[src/rtl/ti_sbox4_pipe.sv]
// ti_sbox4_pipe
//   Three-share threshold-implementation layer for LANES parallel 4-bit S-boxes
//   decomposed as S = G o F (F and G quadratic). Each lane computes the shared F,
//   registers it (glitch barrier, optionally remasked with fresh randomness),
//   computes the shared G and registers the output shares.
//
// Ports
//   clk, rst            clock, asynchronous active-high reset
//   in_valid/in_ready   input handshake
//   in_s1..in_s3        input shares, lane k at bits [4k+3:4k]
//   rnd                 fresh randomness, lane k: r1=[8k+3:8k], r2=[8k+7:8k+4]
//   out_valid/out_ready output handshake
//   out_s1..out_s3      output shares, lane k at bits [4k+3:4k]
//
// Handshake: a transfer happens on a rising clk edge where valid and ready are
// both high. valid holds its item until it is taken; ready may depend
// combinationally on out_ready (a full pipe accepts when the output drains in
// the same cycle).
module ti_sbox4_pipe #(
  parameter int          LANES   = 4,
  parameter logic [63:0] F_TABLE = 64'hFEDCBA9876543210,
  parameter logic [63:0] G_TABLE = 64'hFEDCBA9876543210,
  parameter bit          REFRESH = 1'b1
) (
  input  logic                 clk,
  input  logic                 rst,
  input  logic                 in_valid,
  output logic                 in_ready,
  input  logic [4*LANES-1:0]   in_s1,
  input  logic [4*LANES-1:0]   in_s2,
  input  logic [4*LANES-1:0]   in_s3,
  input  logic [8*LANES-1:0]   rnd,
  output logic                 out_valid,
  input  logic                 out_ready,
  output logic [4*LANES-1:0]   out_s1,
  output logic [4*LANES-1:0]   out_s2,
  output logic [4*LANES-1:0]   out_s3
);

  localparam int W = 4 * LANES;

  // ANF of the four output coordinates: bit [16c+m] is the coefficient of
  // monomial m (bit i of m set = variable x_i present) in coordinate c.
  function automatic logic [63:0] anf_of(input logic [63:0] tbl);
    logic [15:0] t;
    logic [63:0] res;
    res = '0;
    for (int c = 0; c < 4; c++) begin
      for (int x = 0; x < 16; x++) t[4'(x)] = tbl[6'(4 * x + c)];
      // Moebius transform over GF(2)
      for (int i = 0; i < 4; i++)
        for (int m = 0; m < 16; m++)
          if (((m >> i) & 1) != 0) t[4'(m)] = t[4'(m)] ^ t[4'(m ^ (1 << i))];
      for (int m = 0; m < 16; m++) res[6'(16 * c + m)] = t[4'(m)];
    end
    return res;
  endfunction

  function automatic int max_deg(input logic [63:0] anf);
    int d;
    int w;
    d = 0;
    for (int c = 0; c < 4; c++)
      for (int m = 0; m < 16; m++)
        if (anf[6'(16 * c + m)]) begin
          w = 0;
          for (int i = 0; i < 4; i++) w = w + ((m >> i) & 1);
          if (w > d) d = w;
        end
    return d;
  endfunction

  // One output share of a quadratic function. p is the share owning the linear
  // terms, q the other share feeding the cross terms; the omitted share never
  // reaches this function, so non-completeness is structural.
  function automatic logic [3:0] share_eval(input logic [63:0] anf,
                                            input logic [3:0]  p,
                                            input logic [3:0]  q,
                                            input bit          with_const);
    logic [3:0] r;
    for (int c = 0; c < 4; c++) begin
      r[2'(c)] = with_const & anf[6'(16 * c)];
      for (int i = 0; i < 4; i++)
        if (anf[6'(16 * c + (1 << i))]) r[2'(c)] = r[2'(c)] ^ p[2'(i)];
      for (int i = 0; i < 4; i++)
        for (int j = i + 1; j < 4; j++)
          if (anf[6'(16 * c + (1 << i) + (1 << j))])
            r[2'(c)] = r[2'(c)] ^ (p[2'(i)] & p[2'(j)]) ^ (p[2'(i)] & q[2'(j)])
                                ^ (q[2'(i)] & p[2'(j)]);
    end
    return r;
  endfunction

  localparam logic [63:0] F_ANF = anf_of(F_TABLE);
  localparam logic [63:0] G_ANF = anf_of(G_TABLE);

  if (max_deg(F_ANF) > 2) begin : g_f_cubic
    $error("ti_sbox4_pipe: F_TABLE has an ANF monomial of degree > 2");
  end
  if (max_deg(G_ANF) > 2) begin : g_g_cubic
    $error("ti_sbox4_pipe: G_TABLE has an ANF monomial of degree > 2");
  end
  if (LANES < 1 || LANES > 32) begin : g_lanes_range
    $error("ti_sbox4_pipe: LANES must be in 1..32");
  end

  logic         v1, v2, adv2;
  logic [W-1:0] a1, a2, a3;
  logic [W-1:0] n1, n2, n3;
  logic [W-1:0] g1, g2, g3;

  for (genvar k = 0; k < LANES; k++) begin : g_lane
    logic [3:0] r1, r2;
    // rnd is masked off (not left unconnected) when refresh is disabled
    assign r1 = rnd[8*k +: 4]     & {4{REFRESH}};
    assign r2 = rnd[8*k + 4 +: 4] & {4{REFRESH}};

    assign n1[4*k +: 4] = share_eval(F_ANF, in_s2[4*k +: 4], in_s3[4*k +: 4], 1'b1) ^ r1;
    assign n2[4*k +: 4] = share_eval(F_ANF, in_s3[4*k +: 4], in_s1[4*k +: 4], 1'b0) ^ r2;
    assign n3[4*k +: 4] = share_eval(F_ANF, in_s1[4*k +: 4], in_s2[4*k +: 4], 1'b0) ^ r1 ^ r2;

    assign g1[4*k +: 4] = share_eval(G_ANF, a2[4*k +: 4], a3[4*k +: 4], 1'b1);
    assign g2[4*k +: 4] = share_eval(G_ANF, a3[4*k +: 4], a1[4*k +: 4], 1'b0);
    assign g3[4*k +: 4] = share_eval(G_ANF, a1[4*k +: 4], a2[4*k +: 4], 1'b0);
  end

  assign adv2      = !v2 || out_ready;
  assign in_ready  = !v1 || adv2;
  assign out_valid = v2;

  always_ff @(posedge clk or posedge rst) begin
    if (rst) begin
      v1     <= 1'b0;
      v2     <= 1'b0;
      a1     <= '0;
      a2     <= '0;
      a3     <= '0;
      out_s1 <= '0;
      out_s2 <= '0;
      out_s3 <= '0;
    end else begin
      if (adv2) v2 <= v1;
      if (in_ready) v1 <= in_valid;
      if (in_ready && in_valid) begin
        a1 <= n1;
        a2 <= n2;
        a3 <= n3;
      end
      if (adv2 && v1) begin
        out_s1 <= g1;
        out_s2 <= g2;
        out_s3 <= g3;
      end
    end
  end

endmodule

[config.mk]
export PLATFORM = sky130hd
export DESIGN_NAME = ti_sbox4_pipe
export DESIGN_NICKNAME = d
export VERILOG_FILES = /design/src/rtl/ti_sbox4_pipe.sv
export SDC_FILE = /design/constraint.sdc
export NUM_CORES = 1
export LEC_CHECK = 0
export BUFFER_PORTS_ARGS = -buffer_cell sky130_fd_sc_hd__buf_4
export CAP_MARGIN = 10
export CELL_PAD_IN_SITES_DETAIL_PLACEMENT = 1
export CELL_PAD_IN_SITES_GLOBAL_PLACEMENT = 1
export CORE_MARGIN = 4
export CORE_UTILIZATION = 36
export CTS_CLUSTER_DIAMETER = 200
export DETAILED_ROUTE_END_ITERATION = 8
export PLACE_DENSITY_LB_ADDON = 0.1
export SLEW_MARGIN = 20
export SYNTH_ARGS = -nofsm -noshare
export SYNTH_HDL_FRONTEND = slang
export SYNTH_SLANG_ARGS = --single-unit
export TNS_END_PERCENT = 30
[constraint.sdc]
create_clock -name clk -period 4 [get_ports clk]
set_input_delay 0.2 -clock clk [delete_from_list [all_inputs] [get_ports clk]]
set_output_delay 0.2 -clock clk [all_outputs]
set_load 0.03 [all_outputs]
==> flow_metrics.env, run 1 <==
export IMPL_pwr_density_cell_nw_per_um2=536
export IMPL_nFillCells=700
export IMPL_ys_seq_area_frac=0.521
export IMPL_synth_edf_count=0
export IMPL_cts_tree="yes"
export IMPL_start_kind="flop"
export IMPL_synth_cell_type_count=15
export IMPL_port_buffers=69
export IMPL_synth_largest_area_cell="dfrtp_1"
export IMPL_synth_seq_cells=50
export IMPL_status="finished clean"
export IMPL_synth_commonest_cells="dfrtp_1, mux2_2, buf_4"
export IMPL_syn_inst=166
export IMPL_rsz0062_at_grt="false"
export IMPL_syn_area_sq_um=2400
export IMPL_dieArea_sq_um=8050
export IMPL_cts_setup_buffers=0
export IMPL_ff2ff_setup_slack_ps=2480
export IMPL_reg2reg_from="out_valid$_DFFE_PP0P_"
export IMPL_syn2layout_area_growth_pct=23.5
export IMPL_setup_violations=0
export IMPL_clockBufferDepth=2
export IMPL_die_width_um=89.7
export IMPL_cts_root_buf="clkbuf_8"
export IMPL_io_pins=134
export IMPL_start_util=0.374
export IMPL_crit_family="simple AND/OR/NAND/NOR gates"
export IMPL_place_area_sq_um=2880
export IMPL_cp_endpoint="out_s1[0]$_DFFE_PP0P_"
export IMPL_worstSetupStartpoint="out_valid$_DFFE_PP0P_"
export IMPL_wl_per_cell_um=13.3
export IMPL_rr_worst_depth=3
export IMPL_p_leak_uw=0.00141
export IMPL_cts_buffers_inserted=5
export IMPL_cts_sinks=50
export IMPL_via_per_inst=4.28
export IMPL_finalWeightedCongestion=0.618
export IMPL_finalWirelength_um=4180
export IMPL_yosysMostFrequentCell="dfrtp_1"
export IMPL_synth_ff_type="dfrtp_1"
export IMPL_clkSlewWorstSetupHoldPaths_ps=90
export IMPL_grt_pass1_wl_um=7090
export IMPL_synth_top_cell_area_share=0.521
export IMPL_layout_drive_gt1_share=0.538
export IMPL_power_uw=1590
export IMPL_max_slew_margin=0.430
export IMPL_stdcell_area_sq_um=2970
export IMPL_drc=0
export IMPL_fin_nets=321
export IMPL_critPathRequiredTime_ps=4180
export IMPL_end_kind="flop"
export IMPL_post_cts_resized=0
export IMPL_placedCellCount=307
export IMPL_crit_type="reg -> reg"
export IMPL_first_iter_violations=28
export IMPL_hold_viol=0
export IMPL_fmax_mhz=658
export IMPL_crit_cells=3
export IMPL_die_h_um=89.7
export IMPL_drv_slew=0
export IMPL_layout_cells_non_filler=315
export IMPL_grtUsageTotal=0.107
export IMPL_fin_setup_tns_ps=0
export IMPL_cp_arrival_ps=1700
export IMPL_reg2reg_to="out_s1[0]$_DFFE_PP0P_"
export IMPL_grt_pass1_vias=1451
export IMPL_ys_top_cells_by_area="dfrtp_1, mux2_2, buf_4, mux2_4, xnor2_1"
export IMPL_grt_overflow=0
export IMPL_ys_async_sr_fraction=1.00
export IMPL_clk_latency_ps=300
export IMPL_postRouteAntennaNets=0
export IMPL_antenna_found_initial=0
export IMPL_place_hpwl_um=3040
export IMPL_synth_area_per_cell_sq_um=14.5
export IMPL_rows=29
export IMPL_ys_warn_count=0
export IMPL_crit_buf_inv=0
export IMPL_ctsHtreeMaxLevel=2
export IMPL_max_stage_delay_ps=470
export IMPL_min_period_ps=1520
export IMPL_finalCritPeriodShare=0.380
export IMPL_max_cap_violations=0
export IMPL_vias=1349
export IMPL_grt_max_degree=51
export IMPL_cp_slowest_cell="nand2_2"
export IMPL_worstMarginPinSlew_ps=854
export IMPL_ctsHoldBuffers=0
export IMPL_irDropWorstVdd_mv=0.155
export IMPL_core_sq_um=6420
export IMPL_min_path_type="in -> async"
export IMPL_worstPathCellList="nand2b_1, nand2_2, mux2_2"
export IMPL_clock_skew_final_ps=8.85
export IMPL_first_pass_iters=3
export IMPL_antennaDiodeCount=0
export IMPL_critPathMaxFanout=24
where the power goes:
group,switching [uW],internal [uW]
Clock,154,140
Combinational,319,271
Sequential,66.2,639
Total,540,1050
sequential cells by signal, summed over array words and instances (netlist names):
name,count
out_s3,8
a2,8
v1,1
a1,8
out_s1,8
out_s2,8
a3,8
out_valid,1
per-stage QoR:
stage                      util  setup slack, ps  hold WS (ps)
after global routing      0.462             2370           112
after global placement    0.448             2470           423
after floorplan               -             2490           308
after CTS                 0.462             2430           104
after detailed placement  0.448             2440           429
final                     0.462             2480          51.2
worst reg2reg max path, cell delays in order, from the launching register on:
cell and delay, ps:
dfrtp_1 420, nand2b_1 100, nand2_2 470, mux2_2 410
cell type report:
cell class / count / area, sq um / share of cell area
multi-input combinational: 110 / 1010 / 0.339
timing repair buffer: 69 / 518 / 0.175
clock inverter: 1 / 5.00 / 0.00169
inverter: 1 / 5.00 / 0.00169
clock buffer: 7 / 86.3 / 0.0291
sequential: 50 / 1250 / 0.422
tap: 77 / 96.3 / 0.0325
metal layers:
layer | global-route usage | up-vias | share of wire
met1 | 0.133 | 643 | 0.42
li1 | - | 641 | -
met5 | 0 | - | 0
met2 | 0.174 | 59 | 0.48
met4 | 0.0421 | 0 | 0.013
met3 | 0.0359 | 6 | 0.086
worst min path at each step:
stage	to	cells after the start
finish	a2[0]$_DFFE_PP0P_	2
global route	v1$_DFFE_PP0P_	2
detailed placement	v1$_DFFE_PP0P_	2
global placement	v1$_DFFE_PP0P_	2
CTS	v1$_DFFE_PP0P_	2
floorplan	v1$_DFFE_PP0P_	1
cell families after synthesis:
| logic type | Yosys count | share of synthesized area |
|---|---|---|
| XOR/XNOR | 32 | 0.117 |
| multiplexers | 48 | 0.240 |
| flip-flops | 50 | 0.521 |
| buffers and inverters | 29 | 0.0968 |
| AND/OR/NAND/NOR | 6 | 0.0239 |
| other | 1 | 0.00156 |
cells in the final DEF (no fill, tap or decap):
master,instances
xor2_1,16
dfrtp_1,50
or2b_1,1
mux2_2,38
xnor2_1,16
buf_4,69
clkbuf_8,6
nand2b_1,2
nand2_2,1
clkbuf_1,1
conb_1,24
nand3b_4,1
nand2_4,1
mux2_4,10
clkinv_2,2
Power figures use the tool's default switching activity.
==> run 2: changes to the inputs <==
Settings changed: ABC_AREA from default to 1, CORE_UTILIZATION 36 to 29.
Clock period 4 ns to 1.22 ns, I/O delays scaled along.
==> flow_metrics.env, run 2 <==
export IMPL_min_path_type="in -> reg"
export IMPL_ys_async_sr_fraction=1.00
export IMPL_synth_ff_type="dfrtp_1"
export IMPL_clock_skew_final_ps=9.70
export IMPL_vias=2030
export IMPL_first_pass_iters=4
export IMPL_place_hpwl_um=4680
export IMPL_ys_top_cells_by_area="dfrtp_1, nand2_1, buf_4, nand3_1, xnor2_1"
export IMPL_power_internal_uw=3200
export IMPL_yosysMostFrequentCell="nand2_1"
export IMPL_hold_ws_ps=23.1
export IMPL_cp_arrival_ps=1350
export IMPL_mostFrequentLayoutCells="nand2_1, buf_4, dfrtp_1"
export IMPL_p_leak_uw=0.00172
export IMPL_max_stage_delay_ps=440
export IMPL_synth_edf_count=0
export IMPL_status="finished clean"
export IMPL_grt_overflow=0
export IMPL_rows=34
export IMPL_ys_seq_area_frac=0.485
export IMPL_final_common_cell="nand2_1"
export IMPL_cp_slowest_cell="dfrtp_1"
export IMPL_power_frac_seq=0.439
export IMPL_multiInputGateArea_sq_um=1070
export IMPL_pwr_density_cell_nw_per_um2=1640
export IMPL_drc=0
export IMPL_grtUsageTotal=0.127
export IMPL_cts_tree="yes"
export IMPL_postRouteAntennaNets=0
export IMPL_min_period_ps=1120
export IMPL_clock_power_share=0.176
export IMPL_cts_setup_buffers=0
export IMPL_nFillCells=1072
export IMPL_synth_area_per_cell_sq_um=8.72
export IMPL_end_kind="flop"
export IMPL_cts_buffers_inserted=5
export IMPL_critPathRequiredTime_ps=1450
export IMPL_synth_commonest_cells="nand2_1, dfrtp_1, nand3_1"
export IMPL_clockBufferDepth=2
export IMPL_first_iter_violations=60
export IMPL_placedCellCount=465
export IMPL_fin_nets=449
export IMPL_crit_type="reg -> reg"
export IMPL_die_h_um=102
export IMPL_antennaDiodeCount=0
export IMPL_switchingPower_uw=2090
export IMPL_layout_cells_non_filler=473
export IMPL_ctsHtreeMaxLevel=2
export IMPL_combPwrFrac=0.385
export IMPL_cts_root_buf="clkbuf_8"
export IMPL_die_width_um=102
export IMPL_wl_per_cell_um=13.3
export IMPL_layout_drive_gt1_share=0.277
export IMPL_fmax_mhz=891
export IMPL_hold_viol=0
export IMPL_grt_pass1_vias=2011
export IMPL_clkSlewWorstSetupHoldPaths_ps=90
export IMPL_antenna_found_initial=0
export IMPL_irDropWorstVdd_mv=0.533
export IMPL_finalWeightedCongestion=0.715
export IMPL_start_util=0.297
export IMPL_critPathMaxFanout=41
export IMPL_finalWirelength_um=6300
export IMPL_io_pins=134
export IMPL_drv_slew=0
export IMPL_syn_area_sq_um=2580
export IMPL_rsz0062_at_grt="true"
export IMPL_start_kind="flop"
export IMPL_power_switching_share=0.395
export IMPL_dieArea_sq_um=10500
export IMPL_synth_cell_type_count=17
export IMPL_syn2layout_area_growth_pct=24.9
export IMPL_worstPathCellList="nand3_4, nand2_4, buf_12, nand2_1, o21ai_2"
export IMPL_grt_pass1_wl_um=10300
export IMPL_synth_largest_area_cell="dfrtp_1"
export IMPL_syn_inst=296
export IMPL_cts_sinks=50
export IMPL_finalCritPeriodShare=0.919
export IMPL_setup_violations=0
export IMPL_via_per_inst=4.29
export IMPL_core_sq_um=8680
export IMPL_synth_seq_cells=50
export IMPL_clk_latency_ps=300
export IMPL_seqCellArea_sq_um=1250
export IMPL_synth_top_cell_area_share=0.485
export IMPL_max_cap_violations=0
export IMPL_port_buffers=69
export IMPL_ys_warn_count=0
export IMPL_grt_max_degree=42
[run 2: cell types whose count changed in the layout (fill, tap and decap cells not counted), moves of 4 or more]
cell	delta
nand2_1	+113
mux2_2	-38
nand3_1	+33
inv_1	+18
xor2_1	-16
o21ai_2	+15
mux2_4	-10
nand3b_1	+7
buf_12	+4
[run 2: area by class of cell]
class	instances	area share
tap	108	0.0419
inverter	20	0.0245
sequential	50	0.388
timing repair buffer	74	0.189
clock inverter	1	0.00233
multi-input combinational	214	0.332
clock buffer	6	0.0225
[run 2: kinds of logic after synthesis]
kind of cell,Yosys count,synth area share
and+or+nand+nor,158,0.269
buffers and inverters,55,0.138
DFF,50,0.485
AOI/OAI and AO/OA,16,0.0528
xor gates and xnor gates,16,0.0543
other,1,0.00145
[run 2: path summary, 6_finish.rpt]
kind                                        from                      to  slack [ps]  cells past startpoint
min in group asynchronous                    rst  out_s1[13]$_DFFE_PP0P_         270                      3
max in group asynchronous                    rst   out_s2[0]$_DFFE_PP0P_         460                      4
max                               v1$_DFFE_PP0P_       a1[0]$_DFFE_PP0P_         100                      5
min reg2reg                out_s1[5]$_DFFE_PP0P_   out_s1[5]$_DFFE_PP0P_         480                      2
max reg2reg                       v1$_DFFE_PP0P_       a1[0]$_DFFE_PP0P_         100                      5
min                                    in_s2[12]      a1[12]$_DFFE_PP0P_          20                      3
[run 2: repair_timing]
action | 4_1_cts | 5_1_grt
resized for setup | 0 | 1
endpoints found under the setup margin | 0 | 22
hold buffers | 1 | 0
endpoints found under the hold margin | 11 | 0
[run 2: metrics by stage]
stage / worst slack, ps / setup TNS, ps / instance area (sq um) / total power (uW) / utilization
floorplan: -57.0 / -645 / 2670 / 3670 / -
global placement: 81.3 / 0 / 3120 / 4400 / 0.360
finish: 98.2 / 0 / 3220 / 5290 / 0.371
detailed placement: 61.4 / 0 / 3120 / 4430 / 0.360
CTS: 54.8 / 0 / 3210 / 5370 / 0.370
global route: -1.39 / -1.39 / 3220 / 5650 / 0.371
[run 2: worst max-delay path, delay by kind of cell (launching register included)]
kind | cells | cell delay [ps]
simple gates | 3 | 310
buf+inv | 1 | 230
compound gates | 1 | 70
flops | 1 | 440
[run 2: routing by layer]
layer | global-route usage | part of all wire
met4 | 0.0394 | 0.015
met2 | 0.209 | 0.48
met1 | 0.170 | 0.45
met5 | 0 | 0
met3 | 0.0239 | 0.050
[run 2: power by group through the flow]
stage                     logic [uW]  registers (uW)  clock network (uW)
after floorplan                  867            2800                   0
after global placement          2040            2360                   0
after detailed placement        2070            2360                   0
after CTS                       2070            2330                 971
final                           2030            2320                 934
after global routing            2240            2380                1040
